$ cat config.mk
export PLATFORM = sky130hd
export DESIGN_NAME = instr_prefetch_buf
export DESIGN_NICKNAME = d
export VERILOG_FILES = /design/src/rtl/instr_prefetch_buf.sv
export SDC_FILE = /design/constraint.sdc
export NUM_CORES = 1
export LEC_CHECK = 0
export CAP_MARGIN = 20
export CORE_AREA = 10 10 183 185
export DETAILED_ROUTE_END_ITERATION = 12
export DIE_AREA = 0 0 193 195
export PLACE_DENSITY = 0.85
export REMOVE_ABC_BUFFERS = 1
export SLEW_MARGIN = 20
export SYNTH_ARGS = -nofsm -noshare
export SYNTH_HDL_FRONTEND = slang
export SYNTH_SLANG_ARGS = --single-unit
export TNS_END_PERCENT = 100
$ cat constraint.sdc
create_clock -name CLK -period 6.8 [get_ports CLK]
set_clock_uncertainty 0.1 [all_clocks]
set_input_delay 1.36 -clock CLK [delete_from_list [all_inputs] [get_ports CLK]]
set_output_delay 1.36 -clock CLK [all_outputs]
set_load 0.1 [all_outputs]
$ cat src/rtl/instr_prefetch_buf.sv
// instr_prefetch_buf: dual-port ROM instruction prefetcher feeding a circular buffer
// Ports:
//   CLK, RST            clock, asynchronous active-high reset
//   redirect_valid/pc   flush the buffer and restart fetch at redirect_pc
//   ROM_A1/ROM_A2       ROM read addresses (fpc, fpc+1)
//   ROM_RD1/ROM_RD2     combinational ROM data for ROM_A1/ROM_A2
//   instr_valid/ready   head handshake to the consumer
//   instr_data/pc       head instruction word and its word address
//   count               occupied buffer entries
module instr_prefetch_buf #(
  parameter int ADDR_W   = 6,
  parameter int DATA_W   = 32,
  parameter int DEPTH    = 8,
  parameter int RESET_PC = 0
) (
  input  logic                       CLK,
  input  logic                       RST,
  input  logic                       redirect_valid,
  input  logic [ADDR_W-1:0]          redirect_pc,
  output logic [ADDR_W-1:0]          ROM_A1,
  output logic [ADDR_W-1:0]          ROM_A2,
  input  logic [DATA_W-1:0]          ROM_RD1,
  input  logic [DATA_W-1:0]          ROM_RD2,
  output logic                       instr_valid,
  input  logic                       instr_ready,
  output logic [DATA_W-1:0]          instr_data,
  output logic [ADDR_W-1:0]          instr_pc,
  output logic [$clog2(DEPTH):0]     count
);
  localparam int PW = $clog2(DEPTH);
  localparam int CW = PW + 1;
  logic [ADDR_W-1:0] r_fpc;
  logic [PW-1:0]     r_wp, r_rp;
  logic [CW-1:0]     r_count;
  logic [DATA_W-1:0] r_mem_d  [DEPTH];
  logic [ADDR_W-1:0] r_mem_pc [DEPTH];
  logic [CW-1:0]     w_free;
  logic [1:0]        w_n;
  logic              w_pop;
  logic [PW-1:0]     w_wp1;
  // free space counts only registered occupancy, so a same-cycle pop never frees a slot
  always_comb begin
    w_free = CW'(DEPTH) - r_count;
    w_n    = redirect_valid ? 2'd0 : (w_free >= CW'(2)) ? 2'd2 : (w_free == CW'(1)) ? 2'd1 : 2'd0;
    w_pop  = (r_count != '0) && instr_ready && !redirect_valid;
    w_wp1  = r_wp + PW'(1);
  end
  always_ff @(posedge CLK or posedge RST) begin
    if (RST) begin
      r_fpc   <= ADDR_W'(RESET_PC);
      r_wp    <= '0;
      r_rp    <= '0;
      r_count <= '0;
    end else if (redirect_valid) begin
      r_fpc   <= redirect_pc;
      r_wp    <= '0;
      r_rp    <= '0;
      r_count <= '0;
    end else begin
      r_fpc   <= r_fpc + ADDR_W'(w_n);
      r_wp    <= r_wp + PW'(w_n);
      r_rp    <= r_rp + PW'(w_pop);
      r_count <= r_count + CW'(w_n) - CW'(w_pop);
    end
  end
  // storage needs no reset: contents are masked whenever count is zero
  always_ff @(posedge CLK) begin
    if (w_n != 2'd0) begin
      r_mem_d[r_wp]  <= ROM_RD1;
      r_mem_pc[r_wp] <= r_fpc;
    end
    if (w_n == 2'd2) begin
      r_mem_d[w_wp1]  <= ROM_RD2;
      r_mem_pc[w_wp1] <= ROM_A2;
    end
  end
  always_comb begin
    ROM_A1      = r_fpc;
    ROM_A2      = r_fpc + ADDR_W'(1);
    instr_valid = r_count != '0;
    instr_data  = instr_valid ? r_mem_d[r_rp] : '0;
    instr_pc    = instr_valid ? r_mem_pc[r_rp] : '0;
    count       = r_count;
  end
endmodule

### After elaboration in Yosys (flattened, before gate mapping)

Memory sizes are Yosys's and may differ from the RTL's.
Cells that the tools add are included.
Widths: inputs -> output; s select.

* register bits after elaboration: 16
* bits in writable memories: 304
* bits of input ports: 74
* output and inout bits: 55
* logic and storage cells: 35
* memories: 2

* add/sub/neg operators: 8
* order comparisons: 1
* equal/unequal tests: 2
* mux-type cells: 13
* reduce and logical (&&, ||, !) cells: 5

Memory list
* r_mem_d: depth 8, width 32, read ports 1, clocked after memory_dff 0, write ports 2, RTL line 35 `logic [DATA_W-1:0] r_mem_d [DEPTH];`
* r_mem_pc: depth 8, width 6, read ports 1, clocked after memory_dff 0, write ports 2, RTL line 36 `logic [ADDR_W-1:0] r_mem_pc [DEPTH];`

Operator list (number)
* $mux 32: 1
* $mux 6: 2
* $add 6x1->6 const B: 1
* $add 6x2->6: 1
* $mux 3: 2
* $mux 1: 5
* $add 4x2->4: 1
* $eq 4x1->1 const B: 1
* $ge 4x2->1 const B: 1
* $mux 2: 2
* $mux 4: 1
* $reduce_bool 4->1: 1
* $sub 4x1->4: 1
* $sub 4x4->4 const A: 1
* $add 3x1->3: 1
* $add 3x1->3 const B: 1
* $add 3x2->3: 1
* $eq 2x2->1 const B: 1
* $logic_and 1x1->1: 2
* $reduce_bool 2->1: 1
* $logic_not 1->1: 1

### Depth between registers and ports, before layout

* word-level depth: 8
* gate-level depth with buffers: 15

### Worst setup path before layout

Ideal clock, no wire load.

* path type: register to register
* start: register r_count[0] (netlist: count[0])
* end: memory r_mem_d[0][0] (enable)
* library setup time: 0.539 ns
* arrival time: 6.004 ns
* data required time: 6.161 ns
* slack: 0.157 ns
* cell stages (with the launch flop): 7
* clock period less this slack: 6.643 ns
* path through: dfrtp_1 inv_1 ha_1 a21oi_4 buf_2 nor3_1 o41ai_1

RTL lines
* start: declaration: RTL line 34 `logic [CW-1:0] r_count;`
* start signal: assignment: RTL line 63 `r_count <= r_count + CW'(w_n) - CW'(w_pop);`
* end: declaration: RTL line 35

### Worst setup path in the final report

* start: register r_rp[0]
* end: output instr_pc[0]

* word-level cells in the longest chain between the ends: 2

RTL lines
* start: declaration: RTL line 33 `logic [PW-1:0] r_wp, r_rp;`
* start signal: assignment: RTL line 62 `r_rp <= r_rp + PW'(w_pop);`
* $mem_v2 8x6
* $mux 6: RTL line 82 `instr_pc = instr_valid ? r_mem_pc[r_rp] : '0;`
* end: declaration: RTL line 27 `output logic [ADDR_W-1:0] instr_pc,`

Every way passes these cells.

==> impl_metrics.yaml <==
run_status:
  outcome: "finished, final reports clean"
worst_setup_path:
  crit_chain: "buf_4, mux4_2, mux2i_1, nor2_1, clkdlybuf4s50_1"
  cp.depth: 5
  reg2reg_slack_ns: 3.12
  r2r-start: "count[0]"
  cp-startpoint: "r_rp[0]"
  worst_ep_required_time_ns: 5.34
  critical_path_class: "register to primary output"
  crit_fanout: 36
  critical_path.max_stage_delay_ns: 1.01
  worst-path-buf-inv: 2
  cpLargestDelayFamily: "buffers and inverters"
  endpoint: "instr_pc[0]"
  reg2regPathDepth: 7
  end_kind: "primary output"
  startpoint_type: "register"
  cp_slowest_cell: "clkdlybuf4s50_1"
  critPathArrivalTime_ns: 3.73
  r2r-end: "r_mem_d[2][2]"
cells_and_area:
  layout-drive-gt1-share: 0.383
  area_growth_pct: 14.6
  fin_util: 0.663
  layout.nets: 1213
  fin_cells: 1545
timing:
  worst_slew_pin_slew_ns: 1.11
  period_share: 0.764
  relSlewSlack: 0.261
  fin_ws_ns: 1.61
  grt_setup_unrepaired: "false"
  fin_crit_ns: 5.19
  setup_viol: 0
  maxSlewViolCount: 0
  clock.fmax_mhz: 193
  final_hold_viol_count: 0
die:
  core_sq_mm: 0.0300
  die_area_sq_mm: 0.0376
  io_pins: 129
  die_height_um: 195
  initial_core_util: 0.579
  rows: 64
  die_w_um: 193
synth:
  synth_top_family_by_area: "multiplexers"
  synth_compound_area_frac: 0.0247
  ys_types: 50
  ys.flop_type: "edfxtp_1"
  ys_seq_area_frac: 0.548
  synth.avg_cell_area_sq_um: 17.3
  synth_xor_area_frac: 0.0240
  syn_area_sq_mm: 0.0174
  synthSimpleGateAreaFrac: 0.0252
  synth_fa_ha_area_frac: 0.0150
  synth_edf_count: 304
  ys_async_sr_fraction: 0.0500
  yosysWarnings: 0
  synth_cells: 1003
  ys_seq_elements: 320
  synth.mux.area_fraction: 0.322
placed_design:
  dp.cells: 1477
  portBuffers: 128
  globalplace.congestion: 0.798
  dpl.hpwl_mm: 23.5
  dp_slack_ns: 2.03
detailed_routing:
  drcViolationCount: 0
  wl_per_cell_um: 25.9
  drtPass1Iterations: 4
  viasPerCell: 6.13
  dr.first_iter.drc_count: 699
  drt-total-wl_mm: 40.0
  vias: 9477
  drtAntennaViolNets: 0
global_route:
  grt_pass1_wl_mm: 61.8
  grt_overflow: 0
  grt_max_degree: 62
  grt.total_usage: 0.213
  antenna_found_initial: 4
  grt_pass1_vias: 10318
power_and_ir_drop:
  intPower_mw: 4.65
  switching_share: 0.412
  p_leak_nw: 6.67
  power_density_mw_per_mm2: 397
  p_switching_mw: 3.26
  clkPwrFrac: 0.220
  combPwrFrac: 0.427
  ir_drop_mv: 0.409
  sequentialPowerShare: 0.353
clocking:
  ctsHoldBuffers: 0
  cts_root_buffer: "clkbuf_16"
  post_cts_resized: 0
  cts_tree: "done"
  insertion_delay_ns: 0.50
  cts.path.max_buffers: 3
  cts_htree_levels: 2
  post-cts-setup-buffers: 0
  cts_sinks: 320
  cts.reportedPaths.clkPinSlew_ns: 0.06
  cts_buffers: 36
hold_path:
  hold_class: "register to register"
flow_run:
  drv_cap: 0
## cell usage after synthesis (all sizes together), types with 5 or more instances
cell / number / share of area
nor2: 52 / 0.011
edfxtp: 304 / 0.53
ha: 16 / 0.012
buf: 52 / 0.032
mux4: 76 / 0.098
mux2: 273 / 0.20
inv: 16 / 0.0035
clkbuf: 26 / 0.0056
xnor2: 38 / 0.020
o2111ai: 12 / 0.0060
nand2: 5 / 0.0011
o21ai: 9 / 0.0052
mux2i: 39 / 0.022
nor3: 5 / 0.0033
o211ai: 12 / 0.0052
xor2: 8 / 0.0045
nor2b: 6 / 0.0022
dfrtp: 16 / 0.023
## cells in the final DEF (no fill, tap or decap), drive strengths merged, types with 2 or more instances in the layout
cell	count
a21oi	3
and3	2
buf	29
clkbuf	47
clkdlybuf4s50	128
clkinv	16
dfrtp	16
diode	4
edfxtp	304
fa	3
ha	16
inv	17
mux2	273
mux2i	39
mux4	76
nand2	5
nand3	2
nor2	52
nor2b	6
nor3	5
nor3b	2
o2111ai	12
o211a	4
o211ai	12
o21ai	9
o21bai	4
o31ai	3
o41ai	2
or2	4
or3	2
xnor2	38
xor2	8
## registers in the layout, summed over array words and instances, names as in the netlist
| name | count |
|---|---|
| r_mem_d | 256 |
| r_mem_pc | 48 |
| ROM_A1 | 6 |
| count | 4 |
| r_rp | 3 |
| r_wp | 3 |
## cell families (layout without fill, tap and decap cells)
family / after synthesis / count (layout)
other: 0 / 4
buffers and inverters: 95 / 237
xor gates and xnor gates: 46 / 46
AOI/OAI and AO/OA: 50 / 50
DFF: 320 / 320
adders and majority gates: 19 / 19
and+or+nand+nor: 85 / 85
muxes: 388 / 388
## power by group through the flow
stage               clock network [mW]  registers [mW]  logic, mW
floorplan                            0            2.94       2.37
global placement                     0            2.82       3.34
detailed placement                   0            2.83       3.38
CTS                               1.77            2.79       3.40
global route                      1.84            2.83       3.55
finish                            1.74            2.79       3.37
## area by class of cell
| class | count | area, sq um |
|---|---|---|
| fillers | 2034 | 10100 |
| flip-flops and latches | 320 | 9540 |
| multi-input cells | 588 | 7260 |
| repair buffers | 157 | 1510 |
| clock buffers | 47 | 973 |
| well taps | 396 | 495 |
| clock inverters | 16 | 70.1 |
| inverters | 17 | 63.8 |
| diodes | 4 | 10.0 |
## worst register-to-register path: cells and delay by family, from the launching register on
kind                     cells  cell delay (ns)
AO/OA/AOI/OAI                1             0.51
adder cells (fa/ha/maj)      1             0.31
buffers and inverters        2             0.50
flip-flops                   1             0.45
AND/OR/NAND/NOR              3             1.54
## routing by layer
metal | routed length (um) | up-vias | share of wire | track usage
li1 | - | 4195 | - | -
met3 | 2820 | 64 | 0.070 | 0.0426
met5 | 0 | - | 0 | 0
met4 | 890 | 0 | 0.022 | 0.0556
met1 | 16500 | 4859 | 0.41 | 0.283
met2 | 19800 | 359 | 0.50 | 0.352
## stage by stage
| step | TNS (ns) | hold slack (ns) | power, mW | area, sq um |
|---|---|---|---|---|
| 6_report | 0 | 0.597 | 7.91 | 19900 |
| 5_1_grt | 0 | 0.681 | 8.22 | 19900 |
| 4_1_cts | 0 | 0.596 | 7.96 | 19900 |
| 3_5_place_dp | 0 | 0.583 | 6.21 | 18800 |
| 3_3_place_gp | 0 | 0.552 | 6.16 | 18800 |
| 2_1_floorplan | -3.00 | 0.529 | 5.31 | 16700 |
## worst min path at each step
stage / depth (start not counted) / start / endpoint / slack, ns
CTS: 2 / r_wp[0] / r_wp[0] / 0.60
global route: 2 / r_wp[0] / r_wp[0] / 0.68
floorplan: 2 / r_wp[0] / r_wp[0] / 0.53
global placement: 2 / r_wp[0] / r_wp[0] / 0.55
detailed placement: 2 / r_wp[0] / r_wp[0] / 0.58
finish: 2 / r_wp[0] / r_wp[0] / 0.60
(Power assumes the default switching activity.)
